**src/rtl/gearbox_serializer_pkg.sv**
```systemverilog
// -----------------------------------------------------------------------------
// gearbox_serializer_pkg
// Shared types and helpers for the gearbox serializer:
//   ser_state_e  - serializer FSM state (IDLE, SHIFT)
//   beat_cnt_w() - width of the beat counter for a given beat count
// -----------------------------------------------------------------------------
package gearbox_serializer_pkg;

  typedef enum logic {
    IDLE  = 1'b0,
    SHIFT = 1'b1
  } ser_state_e;

  // Wide enough to also hold the value BEATS, which indexes the optional
  // parity beat.
  function automatic int beat_cnt_w(input int beats);
    return $clog2(beats + 1);
  endfunction

endpackage

```
**src/rtl/ser_hold_reg.sv**
```systemverilog
// -----------------------------------------------------------------------------
// ser_hold_reg
// One-entry holding register sitting in front of the serializer shift stage.
// Ports:
//   clk_i, rst_ni      - clock, asynchronous active-low reset
//   valid_i / ready_o  - upstream handshake (ready_o = register empty)
//   data_i             - incoming entry
//   bypass_i           - the accepted entry goes straight to the shifter,
//                        so it must not be stored here
//   take_i             - the shifter consumes the stored entry this edge
//   full_o / data_o    - stored entry available for loading, and its value
// -----------------------------------------------------------------------------
module ser_hold_reg #(
  parameter int DW = 17
) (
  input  logic          clk_i,
  input  logic          rst_ni,
  input  logic          valid_i,
  output logic          ready_o,
  input  logic [DW-1:0] data_i,
  input  logic          bypass_i,
  input  logic          take_i,
  output logic          full_o,
  output logic [DW-1:0] data_o
);

  logic          full_q, full_d;
  logic [DW-1:0] data_q, data_d;
  logic          store;

  assign ready_o = !full_q;
  assign store   = valid_i && !full_q && !bypass_i;

  always_comb begin
    full_d = full_q;
    data_d = data_q;
    // A take and a store on the same edge leave the register full with
    // the new entry.
    if (take_i) begin
      full_d = 1'b0;
    end
    if (store) begin
      full_d = 1'b1;
      data_d = data_i;
    end
  end

  always_ff @(posedge clk_i or negedge rst_ni) begin
    if (!rst_ni) begin
      full_q <= 1'b0;
      data_q <= '0;
    end else begin
      full_q <= full_d;
      data_q <= data_d;
    end
  end

  assign full_o = full_q;
  assign data_o = data_q;

endmodule

```
**src/rtl/gearbox_serializer.sv**
```systemverilog
// -----------------------------------------------------------------------------
// gearbox_serializer
// Serializes WORD_W-bit words onto LANES serial lanes, BEATS = WORD_W/LANES
// beats per word, MSB-first or LSB-first per word. A one-entry holding
// register plus the shift stage allow back-to-back words with no gap.
// Optional feature (macro GEARBOX_SER_PARITY_EN): one extra beat per word
// carrying per-lane even parity of the bits sent on each lane.
// Ports:
//   CLK, RESET_N  - clock, asynchronous active-low reset
//   PAR_IN        - word to serialize (sampled with MSB_FIRST on accept)
//   MSB_FIRST     - bit order for the accepted word
//   IN_VALID      - PAR_IN / MSB_FIRST valid
//   IN_READY      - holding register empty, a word can be accepted
//   SERIAL_OUT    - current beat (0 when idle)
//   OUT_VALID     - SERIAL_OUT carries a data or parity beat
//   FRAME         - high on beat 0 of each word
// -----------------------------------------------------------------------------
module gearbox_serializer
  import gearbox_serializer_pkg::*;
#(
  parameter int WORD_W = 16,
  parameter int LANES  = 1
) (
  input  logic              CLK,
  input  logic              RESET_N,
  input  logic [WORD_W-1:0] PAR_IN,
  input  logic              IN_VALID,
  output logic              IN_READY,
  input  logic              MSB_FIRST,
  output logic [LANES-1:0]  SERIAL_OUT,
  output logic              OUT_VALID,
  output logic              FRAME
);

  localparam int BEATS = WORD_W / LANES;
  localparam int CNT_W = beat_cnt_w(BEATS);
`ifdef GEARBOX_SER_PARITY_EN
  localparam int LAST_BEAT = BEATS;
`else
  localparam int LAST_BEAT = BEATS - 1;
`endif
  localparam logic [CNT_W-1:0] LAST_CNT = CNT_W'(LAST_BEAT);

  if ((WORD_W % LANES) != 0 || BEATS < 2) begin : g_bad_cfg
    $error("gearbox_serializer: WORD_W must be a multiple of LANES with at least 2 beats");
  end

  ser_state_e          state_q, state_d;
  logic [CNT_W-1:0]    cnt_q, cnt_d;
  logic [WORD_W-1:0]   sh_q, sh_d;
  logic                msb_q, msb_d;
`ifdef GEARBOX_SER_PARITY_EN
  logic [LANES-1:0]    par_q, par_d;
`endif

  logic                accept;
  logic                hold_full;
  logic [WORD_W:0]     hold_data;
  logic                load_evt;
  logic                hold_bypass;
  logic                hold_take;
  logic [LANES-1:0]    data_beat;

  assign accept = IN_VALID && IN_READY;

  // A word can enter the shifter either from idle or on the edge that ends
  // the last beat of the current word.
  assign load_evt    = (state_q == IDLE) || (cnt_q == LAST_CNT);
  assign hold_bypass = load_evt && !hold_full;
  assign hold_take   = load_evt && hold_full;

  ser_hold_reg #(
    .DW (WORD_W + 1)
  ) u_hold (
    .clk_i    (CLK),
    .rst_ni   (RESET_N),
    .valid_i  (IN_VALID),
    .ready_o  (IN_READY),
    .data_i   ({MSB_FIRST, PAR_IN}),
    .bypass_i (hold_bypass),
    .take_i   (hold_take),
    .full_o   (hold_full),
    .data_o   (hold_data)
  );

  // The shifter always presents the current beat at a fixed end: the top
  // lanes for MSB-first words, the bottom lanes for LSB-first words.
  assign data_beat = msb_q ? sh_q[WORD_W-1 -: LANES] : sh_q[LANES-1:0];

  always_comb begin
    state_d = state_q;
    cnt_d   = cnt_q;
    sh_d    = sh_q;
    msb_d   = msb_q;
`ifdef GEARBOX_SER_PARITY_EN
    par_d   = par_q;
`endif
    if (load_evt) begin
      cnt_d = '0;
      if (hold_full || accept) begin
        state_d = SHIFT;
        // The holding register is older than anything on the input.
        if (hold_full) begin
          sh_d  = hold_data[WORD_W-1:0];
          msb_d = hold_data[WORD_W];
        end else begin
          sh_d  = PAR_IN;
          msb_d = MSB_FIRST;
        end
`ifdef GEARBOX_SER_PARITY_EN
        par_d = '0;
`endif
      end else begin
        state_d = IDLE;
      end
    end else begin
      // Only data beats reach here; the parity beat is always a load edge.
      cnt_d = cnt_q + CNT_W'(1);
      sh_d  = msb_q ? (sh_q << LANES) : (sh_q >> LANES);
`ifdef GEARBOX_SER_PARITY_EN
      par_d = par_q ^ data_beat;
`endif
    end
  end

  always_ff @(posedge CLK or negedge RESET_N) begin
    if (!RESET_N) begin
      state_q <= IDLE;
      cnt_q   <= '0;
      sh_q    <= '0;
      msb_q   <= 1'b0;
`ifdef GEARBOX_SER_PARITY_EN
      par_q   <= '0;
`endif
    end else begin
      state_q <= state_d;
      cnt_q   <= cnt_d;
      sh_q    <= sh_d;
      msb_q   <= msb_d;
`ifdef GEARBOX_SER_PARITY_EN
      par_q   <= par_d;
`endif
    end
  end

  assign OUT_VALID = (state_q == SHIFT);
  assign FRAME     = (state_q == SHIFT) && (cnt_q == '0);

  always_comb begin
    SERIAL_OUT = '0;
    if (state_q == SHIFT) begin
`ifdef GEARBOX_SER_PARITY_EN
      SERIAL_OUT = (cnt_q == LAST_CNT) ? par_q : data_beat;
`else
      SERIAL_OUT = data_beat;
`endif
    end
  end

endmodule

```
**config.mk**
```make
export PLATFORM = sky130hd
export DESIGN_NAME = gearbox_serializer
export DESIGN_NICKNAME = d
export VERILOG_FILES = /design/src/rtl/gearbox_serializer_pkg.sv /design/src/rtl/ser_hold_reg.sv /design/src/rtl/gearbox_serializer.sv
export SDC_FILE = /design/constraint.sdc
export NUM_CORES = 1
export LEC_CHECK = 0
export BUFFER_PORTS_ARGS = -buffer_cell sky130_fd_sc_hd__buf_2
export CORE_UTILIZATION = 42
export CTS_CLUSTER_SIZE = 20
export DETAILED_ROUTE_END_ITERATION = 12
export PLACE_DENSITY = 0.58
export SYNTH_ARGS = -nofsm -noshare
export SYNTH_HDL_FRONTEND = slang
export SYNTH_SLANG_ARGS = --single-unit
```
**constraint.sdc**
```tcl
create_clock -name CLK -period 2.6 [get_ports CLK]
set_input_delay 0.52 -clock CLK [delete_from_list [all_inputs] [get_ports CLK]]
set_output_delay 0.52 -clock CLK [all_outputs]
set_load 0.05 [all_outputs]
```
==> flow_metrics.tcl, run 1 <==
set metrics [dict create \
    grt_antenna_before_repair 0 \
    outcome "complete, no violations" \
    num_io_pins 24 \
    cts_hold_buf 0 \
    dr.pass1.iters 4 \
    clkSinkCount 41 \
    relSlewSlack_pct 38.3 \
    skew_ns 0.00290 \
    drv_slew 0 \
    start_util_pct 43.9 \
    vias 1509 \
    ys_warn_count 0 \
    power.density_mw_per_mm2 1070 \
    arrival_ns 2.38 \
    htreeDepth 2 \
    syn_to_final_growth_pct 12.5 \
    grt.busiest_layer "met2" \
    grt_usage_pct 17.8 \
    die-height_um 72.5 \
    rsz0062_at_grt "no" \
    hp-class "input port to asynchronous set/reset pin" \
    netlist_area_mm2 0.00209 \
    io_buffers 23 \
    cts_resized 0 \
    core_area_mm2 0.00475 \
    tightest_slew_ns 0.925 \
    syn-num-nets 217 \
    clk_pin_slew_ns 0.07 \
    ys_ff_latch 41 \
    hold_viol 0 \
    grt-ovfl-total 0 \
    grtUsageMet3_pct 5.14 \
    ys_seq_area_share_pct 49.2 \
    syn_inst 194 \
    antenna_left 0 \
    total_power_mw 2.51 \
    cts_buffers 5 \
    drt_wl_total_um 4270 \
    path_class "flip-flop to flip-flop" \
    crit_required_ns 2.77 \
    antennaDiodeCount 0 \
    clock.fmax_ghz 0.454 \
    grt_util_met1_pct 24.8 \
    fin_crit_sh_pct 84.8 \
    clk-insertion-delay-late_ns 0.29 \
    p_leak_nw 1.11 \
    gp_congestion 0.864 \
    dieArea_mm2 0.00525 \
    rows 25 \
    dp_hpwl_um 2950 \
    drive_gt1_share_pct 21.7 \
    setup_viol 0 \
    startpoint_type "flip-flop" \
    drc 0 \
    drv_cap 0 \
    grt_max_degree 42 \
    wl_per_cell_um 15.0 \
    grt_pass1_vias 1446 \
    clock_path_buffers 2 \
    finalSetupTns_ns 0 \
    period_needed_ns 2.20 \
    die_x_um 72.5 \
    worst_setup_path_end_kind "flip-flop" \
    r2r_slack_ns 0.40 \
    grt_pass1_wl_um 7040 \
    cts_root_buf "clkbuf_8" \
    ys_types 30 \
    irDropWorstVdd_mv 0.398 \
    use_met2_pct 27.1 \
    fin_nets 240 \
    cts_tree "yes" \
    cts_setup_buffers 0 \
    viasPerCell 5.31 \
    avgSynthCellArea_um2 10.8 \
    drtIter0Drc 40 \
    crit_fanout 17 \
]
==> cell families after synthesis <==
| kind of cell | share of synthesized area (%) |
|---|---|
| AND/OR/NAND/NOR | 12.4 |
| AO/OA/AOI/OAI | 13.8 |
| XOR/XNOR | 0.839 |
| buffers and inverters | 4.74 |
| adder cells (fa/ha/maj) | 1.80 |
| multiplexers | 17.2 |
| flip-flops | 49.2 |
==> critical path, stage by stage (launching register included) <==
cell	delay, ns
dfrtp_1	0.41
ha_1	0.23
and3_1	0.19
ha_1	0.18
and2b_1	0.29
and2_1	0.15
buf_4	0.28
mux2_1	0.36
==> through the flow <==
step	setup slack [ns]	cell area [um^2]	std cells	hold slack, ns	util, %
after detailed placement	0.379	2260	277	0.475	47.6
after CTS	0.372	2350	284	0.395	49.4
after global routing	0.299	2350	284	0.418	49.4
final	0.396	2350	284	0.357	49.4
after global placement	0.430	2260	277	0.465	47.6
after floorplan	0.540	2090	194	0.224	-
==> flip-flops by register name, indices dropped and copies added (netlist names) <==
register       cells
u_hold.data_o     17
sh_q              16
OUT_VALID          1
cnt_q              5
u_hold.full_o      1
msb_q              1
==> power by group <==
group	internal [mW]	total, mW	switching (mW)
clock	0.211	0.419	0.208
sequential	0.909	1.10	0.192
combinational	0.487	0.987	0.499
==> cells in the final DEF (no fill, tap or decap), types with 2 or more instances in the layout <==
master,n
dfrtp_1,41
buf_4,7
o21ai_0,14
o21ai_1,3
nor2b_1,6
a211oi_1,5
nor2_1,19
mux2_1,7
a221o_1,12
nand2_1,25
and2_1,2
o22ai_1,2
mux2i_1,13
mux2_4,10
ha_1,3
inv_1,6
clkbuf_8,6
buf_2,23
==> cells in the mapped netlist <==
cell	n	area (um^2)
inv_1	6	22.5
and4_1	1	8.76
a211oi_1	5	37.5
nand2b_1	1	6.26
mux2i_1	13	130
o21ai_1	3	15.0
nor2b_1	6	37.5
and2b_1	1	7.51
ha_1	3	37.5
mux2_4	10	150
nand2_1	25	93.8
buf_6	2	22.5
o2bb2ai_1	1	8.76
and3_1	1	6.26
buf_2	7	35.0
a22oi_1	1	7.51
o32ai_1	1	8.76
nor2_1	19	71.3
xnor2_1	1	8.76
nor3_2	1	10.0
and2_1	2	12.5
dfrtp_1	41	1030
a221o_1	12	120
nand3_1	1	5.00
o21ai_0	14	70.1
mux2_1	7	78.8
a221oi_1	1	8.76
xor2_1	1	8.76
clkbuf_1	5	18.8
o22ai_1	2	12.5
==> path summary, 6_finish.rpt <==
check	start	end	cells past startpoint
worst max-delay path	cnt_q[0]	u_hold.data_o[0]	7
worst min-delay path	RESET_N	cnt_q[4]	1
worst max register to register	cnt_q[0]	u_hold.data_o[0]	7
worst min register to register	u_hold.data_o[3]	u_hold.data_o[3]	1
max in group asynchronous	RESET_N	sh_q[9]	1
min in group CLK	PAR_IN[3]	u_hold.data_o[3]	2
==> layer usage <==
metal / routed length (um) / share of wire [%] / vias to the layer above
met5: 0 / 0 / -
met4: 61 / 1.4 / 0
met3: 192 / 4.5 / 7
met2: 1960 / 46 / 39
met1: 2050 / 48 / 738
li1: - / - / 725
==> final cells by class <==
class	instances	area (um^2)
fillers	446	2410
flip-flops and latches	41	1030
multi-input cells	133	962
repair buffers	30	168
clock buffers	7	86.3
well taps	67	83.8
inverters	6	22.5
No activity file was read; power rests on OpenSTA's default activity.
==> run 2, diff against run 1 <==
- PLACE_DENSITY: 0.58 -> 0.6
- clock period: 2.6 -> 1.9 ns (I/O delays scaled with it)
==> flow_metrics.tcl, run 2 (synthesis gave the netlist of run 1 again) <==
set metrics [dict create \
    p_leak_nw 1.18 \
    clkSinkCount 41 \
    dieArea_mm2 0.00525 \
    fin_nets 249 \
    crit_chain "ha_2, and3_4, ha_4, and2b_2, and2_4, buf_12, mux2_4" \
    core_area_mm2 0.00475 \
    drtIter0Drc 51 \
    antennaDiodeCount 0 \
    path_class "flip-flop to flip-flop" \
    final_cells 294 \
    seqPwrFrac_pct 41.6 \
    clkPwrFrac_pct 15.4 \
    power_frac_comb_pct 43.0 \
    violations "setup timing" \
    drive_gt1_share_pct 30.0 \
    switching_share_pct 35.2 \
    clk-insertion-delay-late_ns 0.30 \
    outcome "finished, violations left" \
    dp_hpwl_um 2960 \
    cts_root_buf "clkbuf_8" \
    switchingPower_mw 1.26 \
    timing.rr.start "cnt_q[1]" \
    fin_crit_sh_pct 101 \
    drt_wl_total_um 4430 \
    dr.pass1.iters 4 \
    reg2regPathDepth 7 \
    cts_tree "yes" \
    clock_path_buffers 2 \
    r2r-end "u_hold.data_o[11]" \
    antenna_left 0 \
    slowest_delay_ns 0.39 \
    die-height_um 72.5 \
    wl_per_cell_um 15.1 \
    clk_pin_slew_ns 0.07 \
    power.density_mw_per_mm2 1440 \
    skew_ns 0.00438 \
    grt_antenna_before_repair 0 \
    die_x_um 72.5 \
    whs_ns 0.0461 \
    vias 1532 \
    grt_pass1_vias 1613 \
    placed_cell_area_mm2 0.00234 \
    crit_buf_inv 1 \
    viasPerCell 5.21 \
    hp-class "input port to asynchronous set/reset pin" \
    drv_slew 0 \
    start_util_pct 43.9 \
    rows 25 \
    num_io_pins 24 \
    worst_slack_ns -0.0244 \
    relSlewSlack_pct 77.0 \
    htreeDepth 2 \
    hold_viol 0 \
    layout.cells.most_common "dfrtp_1" \
    fin_util_pct 52.6 \
    gp_congestion 0.773 \
    nFillCells 441 \
    arrival_ns 2.11 \
    final_cell_mix "dfrtp_1 (41), nand2_1 (25), buf_2 (22), nor2_1 (19), mux2_4 (16)" \
    syn_to_final_growth_pct 19.7 \
    setup_viol 13 \
    largest_reg_flops 17 \
    postLayoutCellArea_mm2 0.00250 \
    irDropWorstVdd_mv 0.698 \
    cts_buffers 5 \
    placed_cells 282 \
    drc 0 \
    grt_pass1_wl_um 7550 \
    tightest_slew_ns 0.345 \
    crit_fanout 8 \
    clock.fmax_ghz 0.520 \
    worst_setup_path_end_kind "flip-flop" \
    p_int_mw 2.32 \
    grt_max_degree 42 \
    io_buffers 23 \
    critical_path.top_delay_family "simple AND/OR/NAND/NOR gates" \
    grt_usage_pct 19.1 \
    total_power_mw 3.59 \
    slowest_stage "dfrtp_1" \
    rsz0062_at_grt "yes" \
    drv_cap 0 \
    grt-ovfl-total 0 \
    startpoint_type "flip-flop" \
    r2r_slack_ns -0.02 \
    crit_required_ns 2.08 \
    period_needed_ns 1.92 \
]
run 2: cell types whose count changed in the layout (fill, tap and decap cells not counted), moves of 2 or more:
cell / change
mux2_1: -6
mux2_4: +6
ha_1: -2
buf_12: +3
clkinv_2: +2
buf_4: +6
run 2: how the worst max path moves through the flow:
stage          cells after the start           endpoint  slack, ns  startpoint
2_1_floorplan                      8  u_hold.data_o[10]      -0.06    cnt_q[0]
3_3_place_gp                       6   u_hold.data_o[5]      -0.03    cnt_q[1]
3_5_place_dp                       6  u_hold.data_o[16]      -0.09    cnt_q[1]
4_1_cts                            7  u_hold.data_o[11]      -0.02    cnt_q[0]
5_1_grt                            7  u_hold.data_o[11]      -0.07    cnt_q[1]
6_report                           7  u_hold.data_o[11]      -0.02    cnt_q[1]
run 2: through the flow:
stage / setup TNS, ns / setup slack (ns)
CTS: -0.0987 / -0.0195
detailed placement: -1.04 / -0.0852
finish: -0.159 / -0.0244
global placement: -0.285 / -0.0305
floorplan: -0.550 / -0.0550
global route: -0.960 / -0.0733
run 2: per-layer routing:
| layer | track usage (%) | wire (um) |
|---|---|---|
| met5 | 0 | 0 |
| met4 | 7.19 | 65 |
| met3 | 4.86 | 127 |
| met2 | 31.2 | 2130 |
| met1 | 24.4 | 2110 |
run 2: worst reg2reg max path, cell delays in order (launching register included):
cell,delay (ns)
dfrtp_1,0.39
ha_2,0.19
and3_4,0.18
ha_4,0.15
and2b_2,0.25
and2_4,0.20
buf_12,0.15
mux2_4,0.31
run 2: area by class of cell:
type	count	area, um^2	area share, %
inverter	6	22.5	0.901
clock buffer	6	72.6	2.90
clock inverter	2	10.0	0.401
timing repair buffer	39	275	11.0
multi-input combinational	133	1010	40.4
sequential	41	1030	41.1
tap	67	83.8	3.36
run 2: power by group through the flow:
stage / logic [mW] / clock network, mW / registers (mW)
after floorplan: 1.13 / 0 / 1.43
after detailed placement: 1.43 / 0 / 1.50
final: 1.54 / 0.551 / 1.49
after global placement: 1.38 / 0 / 1.48
after global routing: 1.70 / 0.599 / 1.54
after CTS: 1.55 / 0.572 / 1.49
run 2: timing repair:
action	4_1_cts	5_1_grt
hold buffers	0	0
gates resized for setup	6	1
buffers inserted	4	0
endpoints found under the hold margin	0	0
endpoints found under the setup margin	17	23
pin swaps	0	6
==> run 3, diff against run 2 <==
- BUFFER_PORTS_ARGS: -buffer_cell sky130_fd_sc_hd__buf_2 -> not set
- DONT_BUFFER_PORTS: not set -> 1
- PLACE_DENSITY: 0.6 -> 0.56
==> flow_metrics.tcl, run 3 (synthesis gave the netlist of run 1 again) <==
set metrics [dict create \
    die-height_um 72.5 \
    antenna_left 0 \
    clk_pin_slew_ns 0.08 \
    grt_max_degree 42 \
    setup_viol 10 \
    core_area_mm2 0.00475 \
    htreeDepth 2 \
    hp-class "input port to flip-flop" \
    drtIter0Drc 34 \
    grt.busiest_layer "met2" \
    crit_chain "ha_2, and3_4, ha_4, and2b_4, and2_4, mux2_4" \
    relSlewSlack_pct 69.8 \
    wl_per_cell_um 16.4 \
    placed_cells 261 \
    drc 0 \
    grt_antenna_before_repair 0 \
    violations "setup timing" \
    drive_gt1_share_pct 22.0 \
    clock_path_buffers 2 \
    rsz0062_at_grt "yes" \
    hold_viol 0 \
    skew_ns 0.00686 \
    slowest_stage "dfrtp_1" \
    tightest_slew_ns 0.452 \
    dp_hpwl_um 2870 \
    worst_setup_path_end_kind "flip-flop" \
    whs_ns 0.205 \
    rows 25 \
    largest_reg_flops 17 \
    grt_usage_pct 18.9 \
    slowest_delay_ns 0.39 \
    dr.pass1.iters 4 \
    period_needed_ns 1.91 \
    grt_pass1_wl_um 7460 \
    crit_buf_inv 0 \
    clk-insertion-delay-late_ns 0.29 \
    clock.fmax_ghz 0.523 \
    startpoint_type "flip-flop" \
    total_power_mw 3.58 \
    outcome "finished, violations left" \
    clkSinkCount 41 \
    drv_slew 0 \
    crit_required_ns 2.08 \
    irDropWorstVdd_mv 0.688 \
    hold_start "IN_VALID" \
    dieArea_mm2 0.00525 \
    critical_path.top_delay_family "simple AND/OR/NAND/NOR gates" \
    syn_to_final_growth_pct 14.8 \
    timing.rr.start "cnt_q[1]" \
    fin_crit_sh_pct 101 \
    final_cell_mix "dfrtp_1 (41), nand2_1 (25), nor2_1 (19), mux2_4 (15), o21ai_0 (14)" \
    num_io_pins 24 \
    drv_cap 0 \
    grt_util_met1_pct 26.2 \
    die_x_um 72.5 \
    viasPerCell 5.36 \
    use_met2_pct 28.8 \
    grt-ovfl-total 0 \
    crit_fanout 8 \
    layout.cells.most_common "dfrtp_1" \
    power.density_mw_per_mm2 1490 \
    cts_setup_buffers 0 \
    cts_root_buf "clkbuf_8" \
    p_leak_nw 1.09 \
    nFillCells 453 \
    cts_buffers 5 \
    final_cells 272 \
    vias 1459 \
    start_util_pct 43.9 \
    io_buffers 0 \
    grtUsageMet3_pct 5.00 \
    gp_congestion 0.753 \
    cts_tree "yes" \
    grt_pass1_vias 1529 \
    arrival_ns 2.09 \
    drt_wl_total_um 4460 \
    worst_slack_ns -0.0132 \
    critPathLaunch "cnt_q[1]" \
    path_class "flip-flop to flip-flop" \
    fin_nets 228 \
    antennaDiodeCount 0 \
]
==> run 3: changes by cell type in the layout (fill, tap and decap cells not counted), sizes merged <==
cell | previous run | this run
clkbuf | 7 | 6
dlygate4sd3 | 0 | 1
clkinv | 2 | 0
and2 | 2 | 4
buf | 38 | 15
clkinvlp | 0 | 1
==> run 3: report_power, final <==
group	total [mW]	internal, mW	switching (mW)
Sequential	1.50	1.24	0.256
Combinational	1.50	0.806	0.699
Clock	0.576	0.287	0.289
Total	3.58	2.34	1.24
==> run 3: metrics by stage <==
step,cell area [um^2],utilization (%),worst slack (ns),TNS (ns)
3_3_place_gp,2240,47.0,-0.0169,-0.108
4_1_cts,2370,49.8,-0.0270,-0.281
2_1_floorplan,2110,-,-0.0550,-0.550
6_report,2400,50.4,-0.0132,-0.0670
3_5_place_dp,2240,47.0,-0.0791,-0.963
5_1_grt,2400,50.4,-0.0771,-0.894
==> run 3: area by class of cell <==
cell class                 instances  area, um^2  area share (%)
sequential                        41        1030            42.8
multi-input combinational        135        1020            42.7
timing repair buffer              16         151            6.32
tap                               67        83.8            3.50
clock buffer                       6        82.6            3.45
inverter                           6        22.5           0.940
clock inverter                     1        7.51           0.313
==> run 3: layer usage <==
| metal | part of all wire [%] | vias up | wire length (um) |
|---|---|---|---|
| met5 | 0 | - | 0 |
| met4 | 0.29 | 0 | 13 |
| met3 | 5.6 | 2 | 249 |
| met2 | 47 | 31 | 2100 |
| met1 | 47 | 724 | 2100 |
| li1 | - | 702 | - |
==> run 3: path summary, 6_finish.rpt <==
path / to / slack, ns / depth (start not counted)
min: OUT_VALID / 0.21 / 2
min reg2reg: u_hold.data_o[1] / 0.50 / 1
min in group asynchronous: cnt_q[3] / 0.55 / 2
max: u_hold.data_o[8] / -0.01 / 6
max reg2reg: u_hold.data_o[8] / -0.01 / 6
max in group asynchronous: sh_q[4] / 1.13 / 2
==> run 3: what timing repair did <==
item	in CTS	in global routing
setup endpoints to repair	17	30
cloned	1	1
endpoints found under the hold margin	41	0
gates resized for setup	2	6
hold buffers	2	0
pin swaps	1	10
==> run 3: worst reg2reg max path, delay by kind of cell, from the launching register on <==
kind	cells	cell delay, ns
adders and majority gates	2	0.35
DFF	1	0.39
muxes	1	0.33
and+or+nand+nor	3	0.75
